**src/rtl/uart_tx_feeder.sv**
```systemverilog
// uart_tx_feeder: byte FIFO and send sequencer in front of the UART transmitter; UART_TX_FEEDER_OVF_COUNT_EN builds ovf_count.
// Latency: byte written into an empty idle FIFO drives tx_send two edges later; frame-to-frame turnaround is 3 edges plus GAP_CYCLES.
// Backpressure: none toward the producer except full; a write while full with no same-cycle pop is dropped and sets overflow.
module uart_tx_feeder #(
    parameter int DEPTH_LOG2 = 4,
    parameter int GAP_CYCLES = 0
) (
    input  logic                  clk,
    input  logic                  rst,
    input  logic                  wr_en,
    input  logic [7:0]            wr_data,
    output logic                  full,
    output logic                  empty,
    output logic [DEPTH_LOG2:0]   level,
    output logic                  overflow,
    output logic [7:0]            ovf_count,
    output logic [7:0]            tx_data,
    output logic                  tx_send,
    input  logic                  tx_active,
    input  logic                  tx_done,
    output logic                  busy
);
    localparam int DEPTH = 1 << DEPTH_LOG2;
    localparam logic [DEPTH_LOG2:0] FULL_LEVEL = (DEPTH_LOG2 + 1)'(DEPTH);
    localparam logic [15:0] GAP_LAST = (GAP_CYCLES > 0) ? 16'(GAP_CYCLES - 1) : 16'd0;

    typedef enum logic [2:0] {
        S_IDLE,
        S_LOAD,
        S_SEND,
        S_WAIT_DONE,
        S_GAP
    } state_t;

    state_t                state;
    state_t                state_nxt;
    logic [7:0]            mem [DEPTH];
    logic [DEPTH_LOG2-1:0] rd_ptr;
    logic [DEPTH_LOG2-1:0] wr_ptr;
    logic [7:0]            pop_dat;
    logic                  pop;
    logic                  wr_acc;
    logic                  wr_drop;
    logic                  done_q;
    logic                  done_rise;
    logic [15:0]           gap_cnt;

    assign full      = (level == FULL_LEVEL);
    assign empty     = (level == '0);
    assign wr_acc    = wr_en & (~full | pop);
    assign wr_drop   = wr_en & full & ~pop;
    assign done_rise = tx_done & ~done_q;
    assign busy      = (state != S_IDLE);

    always_ff @(posedge clk) begin
        if (wr_acc) begin
            mem[wr_ptr] <= wr_data;
        end
    end

    // Popped byte is captured at the pop edge: a simultaneous write into a full
    // FIFO lands in the very slot being popped.
    always_ff @(posedge clk or posedge rst) begin
        if (rst) begin
            pop_dat <= 8'h00;
        end else if (pop) begin
            pop_dat <= mem[rd_ptr];
        end
    end

    always_ff @(posedge clk or posedge rst) begin
        if (rst) begin
            wr_ptr <= '0;
            rd_ptr <= '0;
            level  <= '0;
        end else begin
            if (wr_acc) begin
                wr_ptr <= wr_ptr + 1'b1;
            end
            if (pop) begin
                rd_ptr <= rd_ptr + 1'b1;
            end
            case ({wr_acc, pop})
                2'b10:   level <= level + 1'b1;
                2'b01:   level <= level - 1'b1;
                default: level <= level;
            endcase
        end
    end

    always_ff @(posedge clk or posedge rst) begin
        if (rst) begin
            overflow <= 1'b0;
        end else if (wr_drop) begin
            overflow <= 1'b1;
        end
    end

`ifdef UART_TX_FEEDER_OVF_COUNT_EN
    always_ff @(posedge clk or posedge rst) begin
        if (rst) begin
            ovf_count <= 8'h00;
        end else if (wr_drop && (ovf_count != 8'hFF)) begin
            ovf_count <= ovf_count + 8'd1;
        end
    end
`else
    assign ovf_count = 8'h00;
`endif

    always_ff @(posedge clk or posedge rst) begin
        if (rst) begin
            state <= S_IDLE;
        end else begin
            state <= state_nxt;
        end
    end

    always_comb begin
        state_nxt = state;
        pop       = 1'b0;
        case (state)
            S_IDLE: begin
                if (!empty) begin
                    pop       = 1'b1;
                    state_nxt = S_LOAD;
                end
            end
            S_LOAD: state_nxt = S_SEND;
            S_SEND: begin
                if (tx_active) begin
                    state_nxt = S_WAIT_DONE;
                end
            end
            S_WAIT_DONE: begin
                if (done_rise) begin
                    state_nxt = (GAP_CYCLES > 0) ? S_GAP : S_IDLE;
                end
            end
            S_GAP: begin
                if (gap_cnt == GAP_LAST) begin
                    state_nxt = S_IDLE;
                end
            end
            default: state_nxt = S_IDLE;
        endcase
    end

    // done_q samples every cycle so a level held over from the last frame
    // never looks like a fresh rising edge once WAIT_DONE is entered.
    always_ff @(posedge clk or posedge rst) begin
        if (rst) begin
            tx_data <= 8'h00;
            tx_send <= 1'b0;
            done_q  <= 1'b0;
            gap_cnt <= '0;
        end else begin
            done_q  <= tx_done;
            tx_send <= (state_nxt == S_SEND);
            if (state == S_LOAD) begin
                tx_data <= pop_dat;
            end
            if (state == S_GAP) begin
                gap_cnt <= gap_cnt + 16'd1;
            end else begin
                gap_cnt <= '0;
            end
        end
    end

endmodule

```
**config.mk**
```make
export PLATFORM = sky130hd
export DESIGN_NAME = uart_tx_feeder
export DESIGN_NICKNAME = d
export VERILOG_FILES = /design/src/rtl/uart_tx_feeder.sv
export SDC_FILE = /design/constraint.sdc
export NUM_CORES = 1
export LEC_CHECK = 0
export CAP_MARGIN = 10
export CORE_MARGIN = 5
export CORE_UTILIZATION = 25
export DETAILED_ROUTE_END_ITERATION = 16
export SLEW_MARGIN = 10
export SYNTH_ARGS = -nofsm -noshare
export SYNTH_HDL_FRONTEND = slang
export SYNTH_SLANG_ARGS = --single-unit
export TNS_END_PERCENT = 5
```
**constraint.sdc**
```tcl
create_clock -name clk -period 4.1 [get_ports clk]
set_input_delay 0.615 -clock clk [delete_from_list [all_inputs] [get_ports clk]]
set_output_delay 0.615 -clock clk [all_outputs]
set_load 0.03 [all_outputs]
```
==> summary.md <==
| Metric | Value |
|---|---|
| Status | `complete, no violations` |
| Die Area | `0.0330 mm^2` |
| Worst hold slack | `0.466 ns` |
| Longest Clk Path Bufs | `2` |
| Total of max-cap violations | `0` |
| DRC viols | `0` |
| RR Endpoint | `level[4]$_DFFE_PP0P_` |
| FF-to-FF setup slack | `0.95 ns` |
| Row count | `62` |
| Largest net degree at the start of global routing | `52` |
| EDFF count, synth | `128` |
| Syn Inst Count | `442` |
| Post-layout nets | `501` |
| Fmax | `0.318 GHz` |
| Wirelength, routed | `14400 um` |
| Total clock sinks | `about 180` |
| ANT cells | `0` |
| CP endpoint | `level[4]$_DFFE_PP0P_` |
| Reg area | `0.00512 mm^2` |
| Slew HR | `around 27%` |
| Post-CTS Hold Fix Bufs | `0` |
| Most frequent cells in the layout | `edfxtp_1, dfrtp_1, nor2_1, mux4_2` |
| Reg-to-reg critical path startpoint | `level[0]$_DFFE_PP0P_` |
| Worst slack at placement | `0.996 ns` |
| Crit. End Element | `flop` |
| Hold Crit Class | `flop to flop` |
| CP required | `4.42 ns` |
| Multi-input logic area | `0.00209 mm^2` |
| First-pass GRT wire length | `22800 um` |
| Final std cells w/o fill | `874` |
| Pwr/cell area | `661 mW/mm^2` |
| Via density | `4.33` |
| Async SR Flop Fraction | `between 20% and 30%` |
| Area delta synth->final | `17.9%` |
| Yosys cell types | `47` |
| Vias in the first global route | `3877` |
| Crit path DAT | `about 3.5 ns` |
| CTS Buf Count | `17` |
| Vias | `3781` |
| Antenna Nets Post-Route | `0` |
| Critical Path Start Type | `flop` |
| Buffers on Ports | `30` |
| Final setup vio count | `0` |
| CTS resizes | `0` |
| DR WL/cell | `around 16 um` |
| Critical path class | `flop to flop` |
| Critical Path Start | `level[0]$_DFFE_PP0P_` |
| RSZ-0062 raised after global routing | `no` |
| Clock slew at reported path FFs | `0.07 ns` |
| Slew @ Worst Pin | `1.09 ns` |
| Gr ovfl total | `0` |
| Register area share after synthesis | `69.5%` |
| Htree depth | `4` |
| DRT Pass-1 Iters | `4` |
| Clk_lat worst skew | `0.44 ns` |
| Starting DRT DRC Count | `419` |
| Setup Total Neg Slack | `0 ns` |
| Final Power | `0.00574 W` |
| Routability congestion estimate | `0.827` |
| Yosys warnings | `0` |
| Core area | `0.0289 mm^2` |
| I/O pin count | `39` |
| Clock skew | `around 0.012 ns` |
| Post-layout min period | `3.15 ns` |
| Top_reg_cell synth | `edfxtp_1` |
| CTS tree | `yes` |
| DP HPWL | `9610 um` |
| R2R depth | `9` |
| Height of the die | `182 um` |
| Initial Util | `between 20% and 30%` |
| Postcts setup bufs | `0` |
| Fillcell total | `2805` |
| Clock root buffer | `clkbuf_16` |
| Final hold violations | `0` |
| #FFs+latches synth | `179` |
| Peak supply drop | `359 uV` |
| Synth Cell Area | `0.00737 mm^2` |
| Worst-path fanout max | `12` |
| Slew Limit Fails | `0` |
| Inst Count DP | `about 840` |
| Die width | `182 um` |
| Setup WS post-layout | `roughly 0.95 ns` |
| Commonest non-fill, non-tap cell in the layout | `edfxtp_1` |
| Syn Area/Cell | `16.7 um^2` |
| Final period util | `76.7%` |
| Tot GR Track Use | `between 8 and 9%` |
| Initial antenna violation count | `0` |
| Share of cells above drive strength 1 | `18.6%` |
| Leak | `between 2 and 3 nW` |
==> synth_stat cells (all sizes together), types with 2 or more instances <==
master / instances / area share, %
dfrtp: 51 / 17
nor4: 4 / 0.34
clkbuf: 8 / 0.41
mux2i: 18 / 2.4
or4: 3 / 0.36
inv: 12 / 0.61
edfxtp: 128 / 52
nand2: 31 / 1.6
nand4: 4 / 0.34
nand2b: 4 / 0.34
a21oi: 4 / 0.27
a31oi: 4 / 0.54
ha: 10 / 1.7
mux4: 32 / 9.8
o21a: 2 / 0.20
nor2: 35 / 1.8
nand3: 6 / 0.41
mux2: 10 / 1.6
and3: 3 / 0.25
nor3: 9 / 0.76
o21ai: 4 / 0.32
o221ai: 8 / 0.95
buf: 19 / 1.5
xor2: 8 / 0.95
xnor2: 13 / 1.5
==> stage by stage <==
step                area (um^2)  util (%)
finish                     8690      30.0
global route               8690      30.0
CTS                        8690      30.0
detailed placement         8080      27.9
global placement           8080      27.9
floorplan                  7390         -
==> kinds of logic after synthesis <==
group / count (synthesis) / synth area share [%]
flip-flops: 179 / 69.5
buffers and inverters: 39 / 2.53
AO/OA/AOI/OAI: 26 / 2.72
adder cells (fa/ha/maj): 11 / 1.97
other: 1 / 0.0509
multiplexers: 60 / 13.9
XOR/XNOR: 21 / 2.50
AND/OR/NAND/NOR: 105 / 6.89
==> layout make-up <==
class                           count  area share [%]
Sequential cell                   179            59.0
Tap cell                          384            5.53
Timing Repair Buffer               36            3.98
Clock inverter                     15            2.07
Inverter                           12           0.533
Multi-Input combinational cell    231            24.0
Clock buffer                       17            4.90
==> per-layer routing <==
| metal | vias to the layer above | track usage [%] | part of all wire (%) |
|---|---|---|---|
| li1 | 1729 | - | - |
| met1 | 1952 | 12.1 | 46 |
| met2 | 87 | 14.0 | 48 |
| met3 | 13 | 2.50 | 5.2 |
| met4 | 0 | 2.97 | 1.2 |
| met5 | - | 0 | 0 |
==> how the worst min path moves through the flow <==
| stage | slack (ns) | end | depth (start not counted) | startpoint |
|---|---|---|---|---|
| 5_1_grt | 0.49 | overflow$_DFFE_PP0P_ | 1 | overflow$_DFFE_PP0P_ |
| 3_5_place_dp | 0.45 | overflow$_DFFE_PP0P_ | 1 | overflow$_DFFE_PP0P_ |
| 3_3_place_gp | 0.46 | overflow$_DFFE_PP0P_ | 1 | overflow$_DFFE_PP0P_ |
| 6_report | 0.47 | overflow$_DFFE_PP0P_ | 1 | overflow$_DFFE_PP0P_ |
| 2_1_floorplan | 0.45 | pop_dat[0]$_DFFE_PP0N_ | 2 | pop_dat[0]$_DFFE_PP0N_ |
| 4_1_cts | 0.47 | overflow$_DFFE_PP0P_ | 1 | overflow$_DFFE_PP0P_ |
==> flip-flops by register name, indices dropped and copies added (netlist names) <==
| register | count |
|---|---|
| mem | 128 |
| gap_cnt | 16 |
| pop_dat | 8 |
| tx_data | 8 |
| level | 5 |
| rd_ptr | 4 |
| wr_ptr | 4 |
| state | 3 |
| done_q | 1 |
| overflow | 1 |
| tx_send | 1 |
==> report_power, final <==
part	switching [W]	internal, W
clock network	0.000780	0.000881
logic	0.000792	0.000760
registers	0.000297	0.00223
total	0.00187	0.00387
==> critical path, cell delays in order (launching register included) <==
cell and delay (ns):
dfrtp_1 0.44, or4_4 0.58, o21ai_2 0.49, nor2_2 0.17, ha_1 0.36, nor2b_1 0.16, o21a_1 0.19, or4_1 0.40
a31oi_1 0.17, nand2b_1 0.07
Note: power is estimated with default switching activity, not from simulation.
